File: config.mk
export PLATFORM = sky130hd
export DESIGN_NAME = temp_guard
export DESIGN_NICKNAME = d
export VERILOG_FILES = /design/src/rtl/temp_guard.sv
export SDC_FILE = /design/constraint.sdc
export NUM_CORES = 1
export LEC_CHECK = 0
export BUFFER_PORTS_ARGS = -buffer_cell sky130_fd_sc_hd__buf_2
export CAP_MARGIN = 20
export CORE_UTILIZATION = 60
export DETAILED_ROUTE_END_ITERATION = 16
export PLACE_DENSITY = 0.83
export SETUP_SLACK_MARGIN = 0.02
export SYNTH_ARGS = -nofsm -noshare
export SYNTH_HDL_FRONTEND = slang
export SYNTH_SLANG_ARGS = --single-unit
File: constraint.sdc
create_clock -name clk -period 4.2 [get_ports clk]
set_clock_uncertainty 0.15 [all_clocks]
set_input_delay 0 -clock clk [delete_from_list [all_inputs] [get_ports clk]]
set_output_delay 0 -clock clk [all_outputs]
set_load 0.1 [all_outputs]
File: src/rtl/temp_guard.sv
// Temperature zone guard: debounced four-zone status with downward hysteresis,
// plus sticky alarms for HOT entry and a persistently inverted sensor.
module temp_guard #(
  parameter int WIDTH     = 8,
  parameter int T_LO      = 20,
  parameter int T_MID     = 40,
  parameter int T_HI      = 60,
  parameter int HYST      = 2,
  parameter int DEB       = 3,
  parameter int FLIP_HOLD = 4
) (
  input  logic             clk,
  input  logic             reset,
  input  logic             temp_valid,
  input  logic [WIDTH-1:0] temp,
  input  logic             flip,
  input  logic             alert_clr,
  output logic [1:0]       status,
  output logic             flip_alert,
  output logic             hot_alert
);

  localparam logic [WIDTH-1:0] L_LO   = T_LO[WIDTH-1:0];
  localparam logic [WIDTH-1:0] L_MID  = T_MID[WIDTH-1:0];
  localparam logic [WIDTH-1:0] L_HI   = T_HI[WIDTH-1:0];
  localparam logic [WIDTH:0]   L_HYST = HYST[WIDTH:0];
  localparam logic [3:0]       L_DEB  = DEB[3:0];
  localparam logic [3:0]       L_FH   = FLIP_HOLD[3:0];

  logic [1:0] r_status, r_pend;
  logic [3:0] r_cnt, r_fcnt;
  logic       r_flip_alert, r_hot_alert;

  logic [WIDTH:0]   w_sum;
  logic [WIDTH-1:0] w_sat;
  logic [1:0]       w_cls_t, w_cls_h, w_cand;
  logic [1:0]       w_status_nxt, w_pend_nxt;
  logic [3:0]       w_cnt_nxt, w_cnt_inc;
  logic             w_sample, w_flip_hit, w_hot_set;

  function automatic logic [1:0] f_class(input logic [WIDTH-1:0] v);
    if (v < L_LO)       return 2'd0;
    else if (v < L_MID) return 2'd1;
    else if (v < L_HI)  return 2'd2;
    else                return 2'd3;
  endfunction

  // Falling out of a zone requires the sample to clear it by HYST, so the
  // downward decision uses temp+HYST (saturated) rather than temp itself.
  assign w_sum    = {1'b0, temp} + L_HYST;
  assign w_sat    = w_sum[WIDTH] ? '1 : w_sum[WIDTH-1:0];
  assign w_cls_t  = f_class(temp);
  assign w_cls_h  = f_class(w_sat);
  assign w_cand   = (w_cls_t > r_status) ? w_cls_t :
                    (w_cls_h < r_status) ? w_cls_h : r_status;
  assign w_sample = temp_valid & ~flip;

  always_comb begin
    w_pend_nxt   = r_pend;
    w_cnt_nxt    = r_cnt;
    w_cnt_inc    = '0;
    w_status_nxt = r_status;
    if (w_sample) begin
      if (w_cand == r_status) begin
        w_cnt_nxt = '0;
      end else begin
        if (w_cand == r_pend) begin
          w_cnt_inc = r_cnt + 4'd1;
        end else begin
          w_pend_nxt = w_cand;
          w_cnt_inc  = 4'd1;
        end
        if (w_cnt_inc >= L_DEB) begin
          w_status_nxt = w_pend_nxt;
          w_cnt_nxt    = '0;
        end else begin
          w_cnt_nxt = w_cnt_inc;
        end
      end
    end
  end

  assign w_flip_hit = flip & (r_fcnt == L_FH - 4'd1);
  assign w_hot_set  = (w_status_nxt == 2'd3) & (r_status != 2'd3);

  always_ff @(posedge clk) begin
    if (reset) begin
      r_status     <= '0;
      r_pend       <= '0;
      r_cnt        <= '0;
      r_fcnt       <= '0;
      r_flip_alert <= 1'b0;
      r_hot_alert  <= 1'b0;
    end else begin
      r_status <= w_status_nxt;
      r_pend   <= w_pend_nxt;
      r_cnt    <= w_cnt_nxt;
      if (flip) r_fcnt <= (r_fcnt == L_FH) ? r_fcnt : r_fcnt + 4'd1;
      else      r_fcnt <= '0;
      // Sets win over a coincident clear on both alarms.
      if (w_flip_hit)              r_flip_alert <= 1'b1;
      else if (alert_clr && !flip) r_flip_alert <= 1'b0;
      if (w_hot_set)               r_hot_alert  <= 1'b1;
      else if (alert_clr)          r_hot_alert  <= 1'b0;
    end
  end

  assign status     = r_status;
  assign flip_alert = r_flip_alert;
  assign hot_alert  = r_hot_alert;

endmodule

# After elaboration in Yosys (flattened, before gate mapping)
# Cells that the tools add are included.
[classes]
add_sub_neg = 3
n_lt_le_gt_ge = 9
eq_ne = 6
n_mux = 22
n_bitwise = 5
n_reduce_logical = 6
[op_table]
columns = ["operator", "n"]
rows = [
  ["less-than comparator 8 x 6 -> 1 bit, second input constant", 4],
  ["two-way mux 2 bit", 10],
  ["two-way mux 4 bit", 5],
  ["less-than comparator 8 x 5 -> 1 bit, second input constant", 2],
  ["adder 8 x 2 -> 9 bit, second input constant", 1],
  ["adder 4 x 1 -> 4 bit, second input constant", 2],
  ["two-way mux 8 bit", 1],
  ["two-way mux 1 bit", 6],
  ["== test 2 bit", 2],
  ["== test 4 x 2 -> 1 bit, second input constant", 1],
  ["== test 4 x 3 -> 1 bit, second input constant", 1],
  ["greater-or-equal comparator 4 x 2 -> 1 bit, second input constant", 1],
  ["nonzero test 2 bit", 2],
  ["AND 1 bit", 3],
  ["== test 2 bit, second input constant", 1],
  ["greater-than comparator 2 bit", 1],
  ["less-than comparator 2 bit", 1],
  ["!= test 2 bit, second input constant", 1],
  ["inverter 1 bit", 2],
  ["AND reduction 2 bit", 1],
  ["OR reduction 2 bit", 1],
  ["logical AND 1 bit", 1],
  ["zero test 1 bit", 1],
]
[totals]
reg_bits = 14
input_bits = 13
output_inout_bits = 4
elab_cells = 57

# Longest topological paths before layout
[depth]
depth_word = 20
ltp_mapped = 13
ltp_nobuf = 13

# Least setup slack after synthesis
# OpenSTA, ideal clock, no wires.
[synth_timing]
path_kind = "reg-to-reg"
startpoint = "reg r_status[1], in the netlist status[1]"
endpoint = "reg r_cnt[1]"
setup_ns = 0.116
t_arrival_ns = 3.143
t_required_ns = 3.934
setup_slack_ns = 0.790
stages_incl_launch_ff = 10
path_buffers = 0
period_less_slack_ns = 3.410
cell_sequence = "dfxtp_1 -> inv_1 -> ha_1 -> nor2b_1 -> o21ai_0 -> o21ai_0 -> o22ai_1 -> nor3_2 -> o31a_1 -> a41o_1"
[synth_between]
elab_chain_len = 10
elab_cells_between_ends = 12
classes_between = "3 x order compare; 2 x eq/ne; 7 x mux"
[synth_lines]
columns = ["item", "line_no", "text"]
rows = [
  ["from (decl)", "30", "logic [1:0] r_status, r_pend;"],
  ["from (signal assigned)", "95", "r_status <= w_status_nxt;"],
  ["less-than comparator 2 bit", "55", "(w_cls_h < r_status) ? w_cls_h : r_status;"],
  ["two-way mux 2 bit", "55", ""],
  ["two-way mux 2 bit", "54", "assign w_cand = (w_cls_t > r_status) ? w_cls_t :"],
  ["== test 2 bit", "67", "if (w_cand == r_pend) begin"],
  ["two-way mux 4 bit", "67", ""],
  ["two-way mux 4 bit", "64", "if (w_cand == r_status) begin"],
  ["two-way mux 4 bit", "63", "if (w_sample) begin"],
  ["greater-or-equal comparator 4 x 2 -> 1 bit", "73", "if (w_cnt_inc >= L_DEB) begin"],
  ["two-way mux 4 bit", "73", ""],
  ["two-way mux 4 bit (*)", "64", ""],
  ["to (signal assigned)", "97", "r_cnt <= w_cnt_nxt;"],
  ["to (decl)", "31", "logic [3:0] r_cnt, r_fcnt;"],
]
# Every way passes the cells marked *; elsewhere a longest branch is shown, timed or not. The select of a mux whose other input is x is not followed.
# A chain may end at the register's enable or synchronous reset.

# Worst setup path after layout
[layout_timing]
startpoint = "reg r_status[1], in the netlist status[1]"
endpoint = "reg r_cnt[0]"
# Same word-level chain as after synthesis.

==> flow_summary.yaml <==
routing:
  wl_per_cell_um: 13.9
  ant_nets: 0
  drcViolationCount: 0
  route.vias.total: 1307
  via_per_inst: 6.25
  drtIter0Drc: 43
  wirelength_mm: 2.90
  first_pass_iters: 4
power_and_ir_drop:
  p_total_mw: 0.331
  sw_frac_of_total: 0.313
  comb_power_share: 0.281
  switchingPower_mw: 0.104
  p_int_mw: 0.228
  ir_drop_v: 0.000225
  pwr-share-clk: 0.294
  leakage_nw: 0.591
  powerDensity_nw_per_um2: 224
  seqPwrFrac: 0.425
setup_path:
  cp.arrival_ps: 3510
  reg2reg_depth: 10
  crit_type: "register to register"
  startpoint_type: "register"
  cp-end-kind: "register"
  cp.required_ps: 4230
  crit_fanout: 7
  cp-startpoint: "status[1]$_SDFF_PP0_"
  regToRegSetupSlack_ps: 720
  reg2reg_to: "r_cnt[0]$_SDFFE_PP0P_"
  crit_end: "r_cnt[0]$_SDFFE_PP0P_"
  rr_startpoint: "status[1]$_SDFF_PP0_"
floorplan:
  io_pins: 17
  fp.dieArea_sq_um: 2320
  core-area_sq_um: 1980
  start_util: 0.644
  die_h_um: 48.1
  die_w_um: 48.1
  num_rows: 16
synthesis:
  ys_types: 51
  async_flop_share: 0
  yosysTopAreaCell: "dfxtp_1"
  yosysWarnings: 0
  synth_top_area_share: 0.220
  netlist_instances: 158
  synth.avg_cell_area_sq_um: 8.08
  syn_area_sq_um: 1280
  synthFlopType: "dfxtp_1"
  synth_nets: 179
  synth_edf_count: 0
  ys_top_cells_by_area: "dfxtp_1 22%, ha_1 7.8%, nand2_1 3.5%"
  synth_seq_cells: 14
  synth-seq-area-share: 0.220
clock_network:
  cts_made_buffers: 3
  cts_hold_buf: 7
  post_cts_resized: 0
  cts_setup_buffers: 0
  htree_levels: 1
  insertion_delay_ps: 280
  tritoncts: "yes"
  cts.clk_slew.worst_paths_ps: 90
  cts-root-buf: "clkbuf_4"
  numClockSinks: 14
  clk_path_buf_depth: 2
grt:
  grtUsageTotal: 0.279
  grt_max_degree: 11
  grt_overflow: 0
  grt_pass1_vias: 1072
  antenna_found_initial: 0
  grt_first_pass_wirelength_mm: 4.42
timing:
  rsz0062_at_grt: "no"
  max_freq_mhz: 287
  setup_tns_ps: 0
  slew_headroom: 0.598
  period_minus_slack_ps: 3480
  worstMarginPinSlew_ps: 597
  setup_viol: 0
  finalCritPeriodShare: 0.828
  finalHoldViolCount: 0
  slew_viol_final: 0
layout:
  areaGrowthSynthToFinish_pct: 15.9
  layout.cells.non_filler: 209
  diodes: 0
  final_cell_mix: "15 x buf_2, 14 x dfxtp_1, 12 x nand2_1, 11 x inv_1, 9 x nor2_1"
  fill_cells: 139
  drive_gt1_frac: 0.165
  final_common_cell: "buf_2"
  nNetsFinal: 204
place:
  dpl.hpwl_mm: 2.15
  finalWeightedCongestion: 0.736
  numPortBuffers: 15
  place_inst: 198
hold_path:
  min_path_type: "register to register"
outcome:
  status: "finished, final reports clean"
flow_run:
  drv_cap: 0
layer usage:
layer / GRT usage / part of all wire / wire, um
met1: 0.330 / 0.44 / 1270
met2: 0.481 / 0.49 / 1420
met3: 0.0222 / 0.030 / 88
met4: 0.183 / 0.039 / 112
met5: 0 / 0 / 0
kinds of logic after synthesis:
kind of cell | count (synthesis) | share of synthesized area
mux | 4 | 0.0324
buf+inv | 14 | 0.0451
compound gates | 49 | 0.312
fa+ha+maj | 9 | 0.0873
flops | 14 | 0.220
simple gates | 63 | 0.270
xor+xnor | 5 | 0.0343
power groups by stage:
stage | Combinational, mW | Sequential [mW] | Clock, mW
CTS | 0.0913 | 0.141 | 0.0998
global route | 0.103 | 0.142 | 0.104
global placement | 0.0833 | 0.143 | 0
detailed placement | 0.0865 | 0.144 | 0
finish | 0.0931 | 0.141 | 0.0976
floorplan | 0.0638 | 0.144 | 0
worst min path at each step:
| stage | endpoint | cells after the start | slack (ps) | startpoint |
|---|---|---|---|---|
| finish | r_pend[1]$_SDFFE_PP0P_ | 2 | 340 | r_pend[1]$_SDFFE_PP0P_ |
| global route | status[0]$_SDFF_PP0_ | 5 | 380 | temp[5] |
| CTS | status[1]$_SDFF_PP0_ | 3 | 350 | reset |
| detailed placement | status[1]$_SDFF_PP0_ | 2 | 110 | reset |
| global placement | status[1]$_SDFF_PP0_ | 2 | 110 | reset |
| floorplan | status[1]$_SDFF_PP0_ | 1 | -80 | reset |
cell type report:
type | count | area (sq um) | area share
timing repair buffer | 22 | 145 | 0.0981
inverter | 12 | 45.0 | 0.0305
tap | 27 | 33.8 | 0.0228
multi-input combinational | 130 | 938 | 0.635
sequential | 14 | 280 | 0.190
clock buffer | 4 | 36.3 | 0.0245
flip-flops by register name, indices dropped and copies added, names as in the netlist:
signal      flops
r_cnt           4
flip_alert      1
r_pend          2
status          2
r_fcnt          4
hot_alert       1
through the flow:
step	worst slack, ps	area [sq um]	hold slack, ps	util
6_report	720	1480	345	0.746
5_1_grt	376	1480	379	0.746
4_1_cts	790	1480	348	0.746
3_5_place_dp	1130	1370	109	0.693
3_3_place_gp	1170	1370	112	0.693
2_1_floorplan	790	1280	-80.6	-
critical path, cell delays in order, from the launching register on:
cell	delay, ps
dfxtp_1	470
inv_1	150
ha_1	350
nor2b_1	150
o21ai_0	420
o21ai_0	220
o22ai_1	400
o21ai_0	130
a21oi_1	260
a221oi_1	120
dlygate4sd3_1	570
cell usage after synthesis (5+ instances only):
cell and number:
ha_1 8, dfxtp_1 14, a21oi_1 7, nand2_1 12, nor3_1 5, nand2b_1 7, inv_1 11, and3_1 6
a31oi_1 5, o21ai_0 7, nor2_1 9, nand3_1 5
Note: power is estimated with default switching activity, not from simulation.
